$ cat config.mk
export PLATFORM = sky130hd
export DESIGN_NAME = run_monitor_flat
export DESIGN_NICKNAME = d
export VERILOG_FILES = /design/src/rtl/run_monitor_if.sv /design/src/rtl/run_monitor.sv /design/src/flat_wrapper.sv
export SDC_FILE = /design/constraint.sdc
export NUM_CORES = 1
export LEC_CHECK = 0
export BUFFER_PORTS_ARGS = -buffer_cell sky130_fd_sc_hd__buf_2
export CAP_MARGIN = 25
export CORE_AREA = 3 3 147 149
export CTS_CLUSTER_SIZE = 20
export DETAILED_ROUTE_END_ITERATION = 10
export DIE_AREA = 0 0 150 152
export PLACE_DENSITY = 0.85
export SLEW_MARGIN = 20
export SYNTH_ARGS = -nofsm -noshare
export SYNTH_HDL_FRONTEND = slang
export SYNTH_SLANG_ARGS = --single-unit
$ cat constraint.sdc
create_clock -name clk -period 10.2 [get_ports clk]
set_input_delay 2.04 -clock clk [delete_from_list [all_inputs] [get_ports clk]]
set_output_delay 2.04 -clock clk [all_outputs]
set_load 0.05 [all_outputs]
$ cat src/rtl/run_monitor_if.sv
// Data-memory read port and dump stream of the run monitor.
// The master side is the monitor, the slave side is the memory plus dump consumer.
interface run_monitor_if #(
    parameter int ADDR_W = 32,
    parameter int DATA_W = 32
);
    logic              mem_rd_en;
    logic [ADDR_W-1:0] mem_rd_addr;
    logic [DATA_W-1:0] mem_rd_data;
    logic              dump_valid;
    logic              dump_ready;
    logic [DATA_W-1:0] dump_data;
    logic [ADDR_W-1:0] dump_index;
    logic              dump_last;

    modport master (
        output mem_rd_en, mem_rd_addr,
        input  mem_rd_data,
        output dump_valid, dump_data, dump_index, dump_last,
        input  dump_ready
    );

    modport slave (
        input  mem_rd_en, mem_rd_addr,
        output mem_rd_data,
        input  dump_valid, dump_data, dump_index, dump_last,
        output dump_ready
    );
endinterface

$ cat src/rtl/run_monitor.sv
// Run controller for the pipelined MIPS core: holds the core in reset, counts the run,
// stops on END_PC or a cycle limit, then streams a window of data memory out.
module run_monitor #(
    parameter int                ADDR_W       = 32,
    parameter int                DATA_W       = 32,
    parameter int                CNT_W        = 32,
    parameter int                RESET_CYCLES = 2,
    parameter logic [ADDR_W-1:0] END_PC       = 32'h30,
    parameter int                MAX_CYCLES   = 100000,
    parameter int                DUMP_BASE    = 12,
    parameter int                DUMP_WORDS   = 96
) (
    input  logic              clk,
    input  logic              reset,
    input  logic [ADDR_W-1:0] pc,
    output logic              core_reset,
    output logic              core_freeze,
    output logic              done,
    output logic              timeout,
    output logic [CNT_W-1:0]  cycle_count,
    output logic [CNT_W-1:0]  pc_change_count,
    run_monitor_if.master     bus
);
    typedef enum logic [2:0] {S_RESET, S_RUN, S_ISSUE, S_CAPTURE, S_HOLD, S_DONE} state_t;

    localparam logic [CNT_W-1:0]  CNT_ZERO  = {CNT_W{1'b0}};
    localparam logic [CNT_W-1:0]  CNT_ONE   = {{(CNT_W-1){1'b0}}, 1'b1};
    localparam logic [CNT_W-1:0]  CNT_MAX   = {CNT_W{1'b1}};
    localparam logic [CNT_W-1:0]  LAST_RUN  = CNT_W'(MAX_CYCLES - 1);
    localparam logic [ADDR_W-1:0] ADDR_ZERO = {ADDR_W{1'b0}};
    localparam logic [ADDR_W-1:0] ADDR_ONE  = {{(ADDR_W-1){1'b0}}, 1'b1};
    localparam logic [ADDR_W-1:0] BASE_A    = ADDR_W'(DUMP_BASE);
    localparam logic [ADDR_W-1:0] LAST_IDX  = ADDR_W'(DUMP_WORDS - 1);
    localparam logic [DATA_W-1:0] DATA_ZERO = {DATA_W{1'b0}};
    localparam logic [31:0]       RST_LOAD  = 32'(RESET_CYCLES);

    state_t            state_r, next_state_s;
    logic [31:0]       rst_cnt_r;
    logic [ADDR_W-1:0] prev_pc_r;
    logic [ADDR_W-1:0] idx_r, idx_next_s;
    logic              end_hit_s, limit_hit_s, handshake_s;

    // Next-state decode; END_PC takes priority over the cycle limit
    always_comb begin
        next_state_s = state_r;
        end_hit_s    = 1'b0;
        limit_hit_s  = 1'b0;
        handshake_s  = 1'b0;
        case (state_r)
            S_RESET: begin
                if (rst_cnt_r == 32'd1) next_state_s = S_RUN;
                else                    next_state_s = S_RESET;
            end
            S_RUN: begin
                end_hit_s   = (pc == END_PC);
                limit_hit_s = (cycle_count == LAST_RUN);
                if (end_hit_s || limit_hit_s) begin
                    if (DUMP_WORDS == 0) next_state_s = S_DONE;
                    else                 next_state_s = S_ISSUE;
                end else begin
                    next_state_s = S_RUN;
                end
            end
            S_ISSUE:   next_state_s = S_CAPTURE;
            S_CAPTURE: next_state_s = S_HOLD;
            S_HOLD: begin
                // dump_valid is always high in HOLD, so ready alone completes the handshake
                handshake_s = bus.dump_ready;
                if (handshake_s && bus.dump_last) next_state_s = S_DONE;
                else if (handshake_s)             next_state_s = S_ISSUE;
                else                              next_state_s = S_HOLD;
            end
            S_DONE:  next_state_s = S_DONE;
            default: next_state_s = S_RESET;
        endcase
    end

    // Window offset advances only on a non-final handshake
    always_comb begin
        idx_next_s = idx_r;
        if (handshake_s && !bus.dump_last) idx_next_s = idx_r + ADDR_ONE;
        else                               idx_next_s = idx_r;
    end

    // State register
    always_ff @(posedge clk) begin
        if (reset) state_r <= S_RESET;
        else       state_r <= next_state_s;
    end

    // Reset countdown, run counters and status outputs
    always_ff @(posedge clk) begin
        if (reset) begin
            rst_cnt_r       <= RST_LOAD;
            prev_pc_r       <= ADDR_ZERO;
            cycle_count     <= CNT_ZERO;
            pc_change_count <= CNT_ZERO;
            timeout         <= 1'b0;
            core_reset      <= 1'b1;
            core_freeze     <= 1'b0;
            done            <= 1'b0;
        end else begin
            if (state_r == S_RESET && rst_cnt_r != 32'd0) rst_cnt_r <= rst_cnt_r - 32'd1;
            if (state_r == S_RUN) begin
                if (cycle_count != CNT_MAX) cycle_count <= cycle_count + CNT_ONE;
                if (pc != prev_pc_r && pc_change_count != CNT_MAX)
                    pc_change_count <= pc_change_count + CNT_ONE;
                prev_pc_r <= pc;
                if (limit_hit_s && !end_hit_s) timeout <= 1'b1;
            end
            core_reset  <= (next_state_s == S_RESET);
            core_freeze <= (next_state_s == S_ISSUE) || (next_state_s == S_CAPTURE) ||
                           (next_state_s == S_HOLD)  || (next_state_s == S_DONE);
            done        <= (next_state_s == S_DONE);
        end
    end

    // Memory read strobe and the dump word registers
    always_ff @(posedge clk) begin
        if (reset) begin
            idx_r           <= ADDR_ZERO;
            bus.mem_rd_en   <= 1'b0;
            bus.mem_rd_addr <= ADDR_ZERO;
            bus.dump_valid  <= 1'b0;
            bus.dump_data   <= DATA_ZERO;
            bus.dump_index  <= ADDR_ZERO;
            bus.dump_last   <= 1'b0;
        end else begin
            idx_r         <= idx_next_s;
            bus.mem_rd_en <= (next_state_s == S_ISSUE);
            if (next_state_s == S_ISSUE) bus.mem_rd_addr <= BASE_A + idx_next_s;
            if (state_r == S_CAPTURE) begin
                bus.dump_data  <= bus.mem_rd_data;
                bus.dump_valid <= 1'b1;
                bus.dump_index <= idx_r;
                bus.dump_last  <= (idx_r == LAST_IDX);
            end else if (handshake_s) begin
                bus.dump_valid <= 1'b0;
            end
        end
    end
endmodule

$ cat src/flat_wrapper.sv
// flat-port wrapper written by rule: the top's interface ports become plain ports
module run_monitor_flat 
#(
    parameter int                ADDR_W       = 32,
    parameter int                DATA_W       = 32,
    parameter int                CNT_W        = 32,
    parameter int                RESET_CYCLES = 2,
    parameter logic [ADDR_W-1:0] END_PC       = 32'h30,
    parameter int                MAX_CYCLES   = 100000,
    parameter int                DUMP_BASE    = 12,
    parameter int                DUMP_WORDS   = 96
)
  (clk, reset, pc, core_reset, core_freeze, done, timeout, cycle_count, pc_change_count, bus_mem_rd_en, bus_mem_rd_addr, bus_mem_rd_data, bus_dump_valid, bus_dump_data, bus_dump_index, bus_dump_last, bus_dump_ready);
  run_monitor_if #(.ADDR_W(ADDR_W), .DATA_W(DATA_W)) bus_i ();
  input  logic clk;
  input  logic reset;
  input  logic [ADDR_W-1:0] pc;
  output logic core_reset;
  output logic core_freeze;
  output logic done;
  output logic timeout;
  output logic [CNT_W-1:0] cycle_count;
  output logic [CNT_W-1:0] pc_change_count;
  output wire logic [$bits(bus_i.mem_rd_en)-1:0] bus_mem_rd_en;
  output wire logic [$bits(bus_i.mem_rd_addr)-1:0] bus_mem_rd_addr;
  input wire logic [$bits(bus_i.mem_rd_data)-1:0] bus_mem_rd_data;
  output wire logic [$bits(bus_i.dump_valid)-1:0] bus_dump_valid;
  output wire logic [$bits(bus_i.dump_data)-1:0] bus_dump_data;
  output wire logic [$bits(bus_i.dump_index)-1:0] bus_dump_index;
  output wire logic [$bits(bus_i.dump_last)-1:0] bus_dump_last;
  input wire logic [$bits(bus_i.dump_ready)-1:0] bus_dump_ready;
  assign bus_mem_rd_en = bus_i.mem_rd_en;
  assign bus_mem_rd_addr = bus_i.mem_rd_addr;
  assign bus_i.mem_rd_data = bus_mem_rd_data;
  assign bus_dump_valid = bus_i.dump_valid;
  assign bus_dump_data = bus_i.dump_data;
  assign bus_dump_index = bus_i.dump_index;
  assign bus_dump_last = bus_i.dump_last;
  assign bus_i.dump_ready = bus_dump_ready;
  run_monitor #(.ADDR_W(ADDR_W), .DATA_W(DATA_W), .CNT_W(CNT_W), .RESET_CYCLES(RESET_CYCLES), .END_PC(END_PC), .MAX_CYCLES(MAX_CYCLES), .DUMP_BASE(DUMP_BASE), .DUMP_WORDS(DUMP_WORDS)) u_core (.clk(clk), .reset(reset), .pc(pc), .core_reset(core_reset), .core_freeze(core_freeze), .done(done), .timeout(timeout), .cycle_count(cycle_count), .pc_change_count(pc_change_count), .bus(bus_i));
endmodule
==> metrics.yaml <==
floorplanning:
  dieHeight_um: 152
  core_um2: 20300
  rows: 52
  dieArea_um2: 22800
  die_x_um: 150
  ios: 234
  initial_core_util_pct: 60.3
synthesis:
  yosysWarnings: 0
  synth_seq_cells: 266
  async_reset_ff_share_pct: 0
  syn_avg_cell_area_um2: 8.03
  synth_cell_types: 62
  synth_edf_count: 0
  yosysSeqAreaShare_pct: 43.5
  synth_nets: 1597
  synth_top_area_share_pct: 43.5
  yosys-top-cells-area: "dfxtp_1, nand2_1, xnor2_1"
  yosys.area.top_type: "dfxtp_1"
  synthCells: 1523
  syn_area_um2: 12200
  yosys_most_used_dff: "dfxtp_1"
  synth_common_cells: "nand2_1, dfxtp_1, nor2_1"
  yosysMostFrequentCell: "nand2_1"
cells_and_area:
  drive_above_1_share_pct: 17.9
  antenna_cells: 0
  final_nets: 1773
  area_growth_pct: 17.0
  stdcell_count: 1988
  fin_util_pct: 70.5
clock_network:
  clockBufferDepth: 3
  cts_resized: 0
  numCtsBuffers: 27
  cts_tree: "yes"
  clkSlewWorstSetupHoldPaths_ns: 0.06
  cts_num_sinks: 266
  cts_root_buf: "clkbuf_16"
  post_cts_buffers: 0
  cts_htree_levels: 1
  clk_latency_ns: 0.53
  cts_hold_buf: 0
global_routing:
  grt-ovfl-total: 0
  gr-usage-met3_pct: 5.84
  antenna_found_initial: 0
  grtUsageMet2_pct: 45.4
  grt_pass1_wl_mm: 52.6
  grt_use_met1_pct: 36.4
  grt_busiest_layer: "met2"
  grt_max_degree: 92
  grt_pass1_vias: 10763
  grt_use_total_pct: 27.2
power_and_ir_drop:
  p_leak_nw: 5.49
  clkPwrFrac_pct: 36.0
  ir_drop_mv: 0.145
  internal_power_mw: 1.88
  switching_share_pct: 29.0
  p_switching_mw: 0.767
  p_seq_share_pct: 44.9
  p_per_area_nw_per_um2: 185
  p_comb_share_pct: 19.1
  total_power_mw: 2.64
drt:
  drc: 0
  wirelength_mm: 32.3
  via_per_inst: 5.79
  dr_total_vias: 11508
  drtIter0Drc: 760
  drt_first_pass_iters: 5
  drtAntennaViolNets: 0
  wl_per_cell_um: 16.2
critical_path:
  cp_top_family: "simple AND/OR/NAND/NOR gates"
  start_kind: "input port"
  path_class: "in2reg"
  max_stage_delay_ns: 0.79
  path_buf_inv: 1
  worstPathArrival_ns: 5.79
  reg2reg_slack_ns: 5.96
  crit_fanout: 15
  crit_chain: "buf_2, or3b_1, or4_1, or4_1, nor3_1, o2111ai_1, nor3b_1, a2111oi_0, a311o_1"
  cpMostUsedCell: "or4_1"
  crit_slowest_cell: "or4_1"
  end_kind: "register"
  worstPathRequired_ns: 10.62
outcome:
  outcome: "finished, final reports clean"
sta:
  maxSlewHeadroom_pct: 38.8
  worst_pin_slew_ns: 0.918
  fin_crit_sh_pct: 52.7
  clock_skew_ns: 0.0114
  hold_violations: 0
  slew_viol_final: 0
  finalSetupViolations: 0
  fmax_mhz: 186
  post-route-min-period_ns: 5.38
  rsz0062_at_grt: "no"
  whs_ns: 0.450
  tns_ns: 0
place:
  port_buffers: 233
  place.detailed.hpwl_mm: 22.8
  dp_cells: 1940
  gp_congestion: 0.929
flow_run:
  drv_cap: 0
worst_hold_path:
  holdCritPathClass: "reg2reg"
-- registers in the layout, summed over array words and instances (netlist names), 3 cells and up --
name                    count
u_core.cycle_count         32
u_core.prev_pc_r           32
u_core.bus.mem_rd_addr     32
u_core.bus.dump_index      32
u_core.rst_cnt_r           32
u_core.idx_r               32
u_core.bus.dump_data       32
u_core.state_r              3
u_core.pc_change_count     32
-- layout make-up --
class                   count  area, um^2
fillers                  1646        5980
well taps                 270         338
clock inverters            11        91.3
multi-input cells        1143        6470
flip-flops and latches    266        5330
inverters                  15        56.3
clock buffers              37         763
repair buffers            246        1270
-- metrics by stage --
stage	setup WS, ns	cell area, um^2
final	4.82	14300
after global routing	4.55	14300
after CTS	4.84	14300
after detailed placement	4.27	13500
after global placement	4.40	13500
after floorplan	4.87	12200
-- final timing paths --
path	start	to	cells past startpoint
worst max-delay path	bus_dump_ready	u_core.bus.mem_rd_addr[24]	9
worst min-delay path	u_core.bus.dump_index[5]	u_core.bus.dump_index[5]	2
worst max register to register	u_core.state_r[0]	u_core.bus.mem_rd_addr[24]	8
worst min register to register	u_core.bus.dump_index[5]	u_core.bus.dump_index[5]	2
-- kinds of logic after synthesis --
| logic type | after synthesis | synth area share [%] |
|---|---|---|
| AO/OA/AOI/OAI | 206 | 9.85 |
| XOR/XNOR | 154 | 11.0 |
| adder cells (fa/ha/maj) | 8 | 0.798 |
| buffers and inverters | 114 | 3.67 |
| flip-flops | 266 | 43.5 |
| multiplexers | 7 | 0.603 |
| AND/OR/NAND/NOR | 768 | 30.5 |
-- cell usage in the layout, fill, tap and decap left out, drive strengths merged, types with 6 or more instances in the layout --
cell,n
a31oi,6
inv,15
and2,11
xor2,44
nor3,43
clkbuf,37
a311o,8
buf,246
nor4b,7
nand2,275
dfxtp,266
nor3b,7
nand4,41
nor2,164
and3,28
nor2b,7
and4,10
ha,7
o22ai,6
clkinv,7
xnor2,110
a21oi,132
or4,16
nand3,46
a211oi,6
o21ai,18
nor4,59
or3,26
nand2b,8
-- layer usage --
layer  share of wire [%]  vias to the layer above
met5                   0                        -
met3                 8.7                       49
met1                  43                     5394
met2                  46                      443
met4                 1.7                        0
li1                    -                     5622
-- worst reg2reg max path: stages, from the launching register on --
cell and delay, ns:
dfxtp_1 0.43, or3b_1 0.63, or4_1 0.80, or4_1 0.63
nor3_1 0.30, o2111ai_1 0.16, nor3b_1 0.61, a2111oi_0 0.23
a311o_1 0.36
-- power groups by stage --
stage / Combinational [mW] / Clock, mW / Sequential (mW)
finish: 0.505 / 0.952 / 1.19
global placement: 0.488 / 0 / 1.20
CTS: 0.506 / 0.972 / 1.19
detailed placement: 0.502 / 0 / 1.21
floorplan: 0.405 / 0 / 1.20
global route: 0.572 / 1.01 / 1.20
Note: power is estimated with default switching activity, not from simulation.
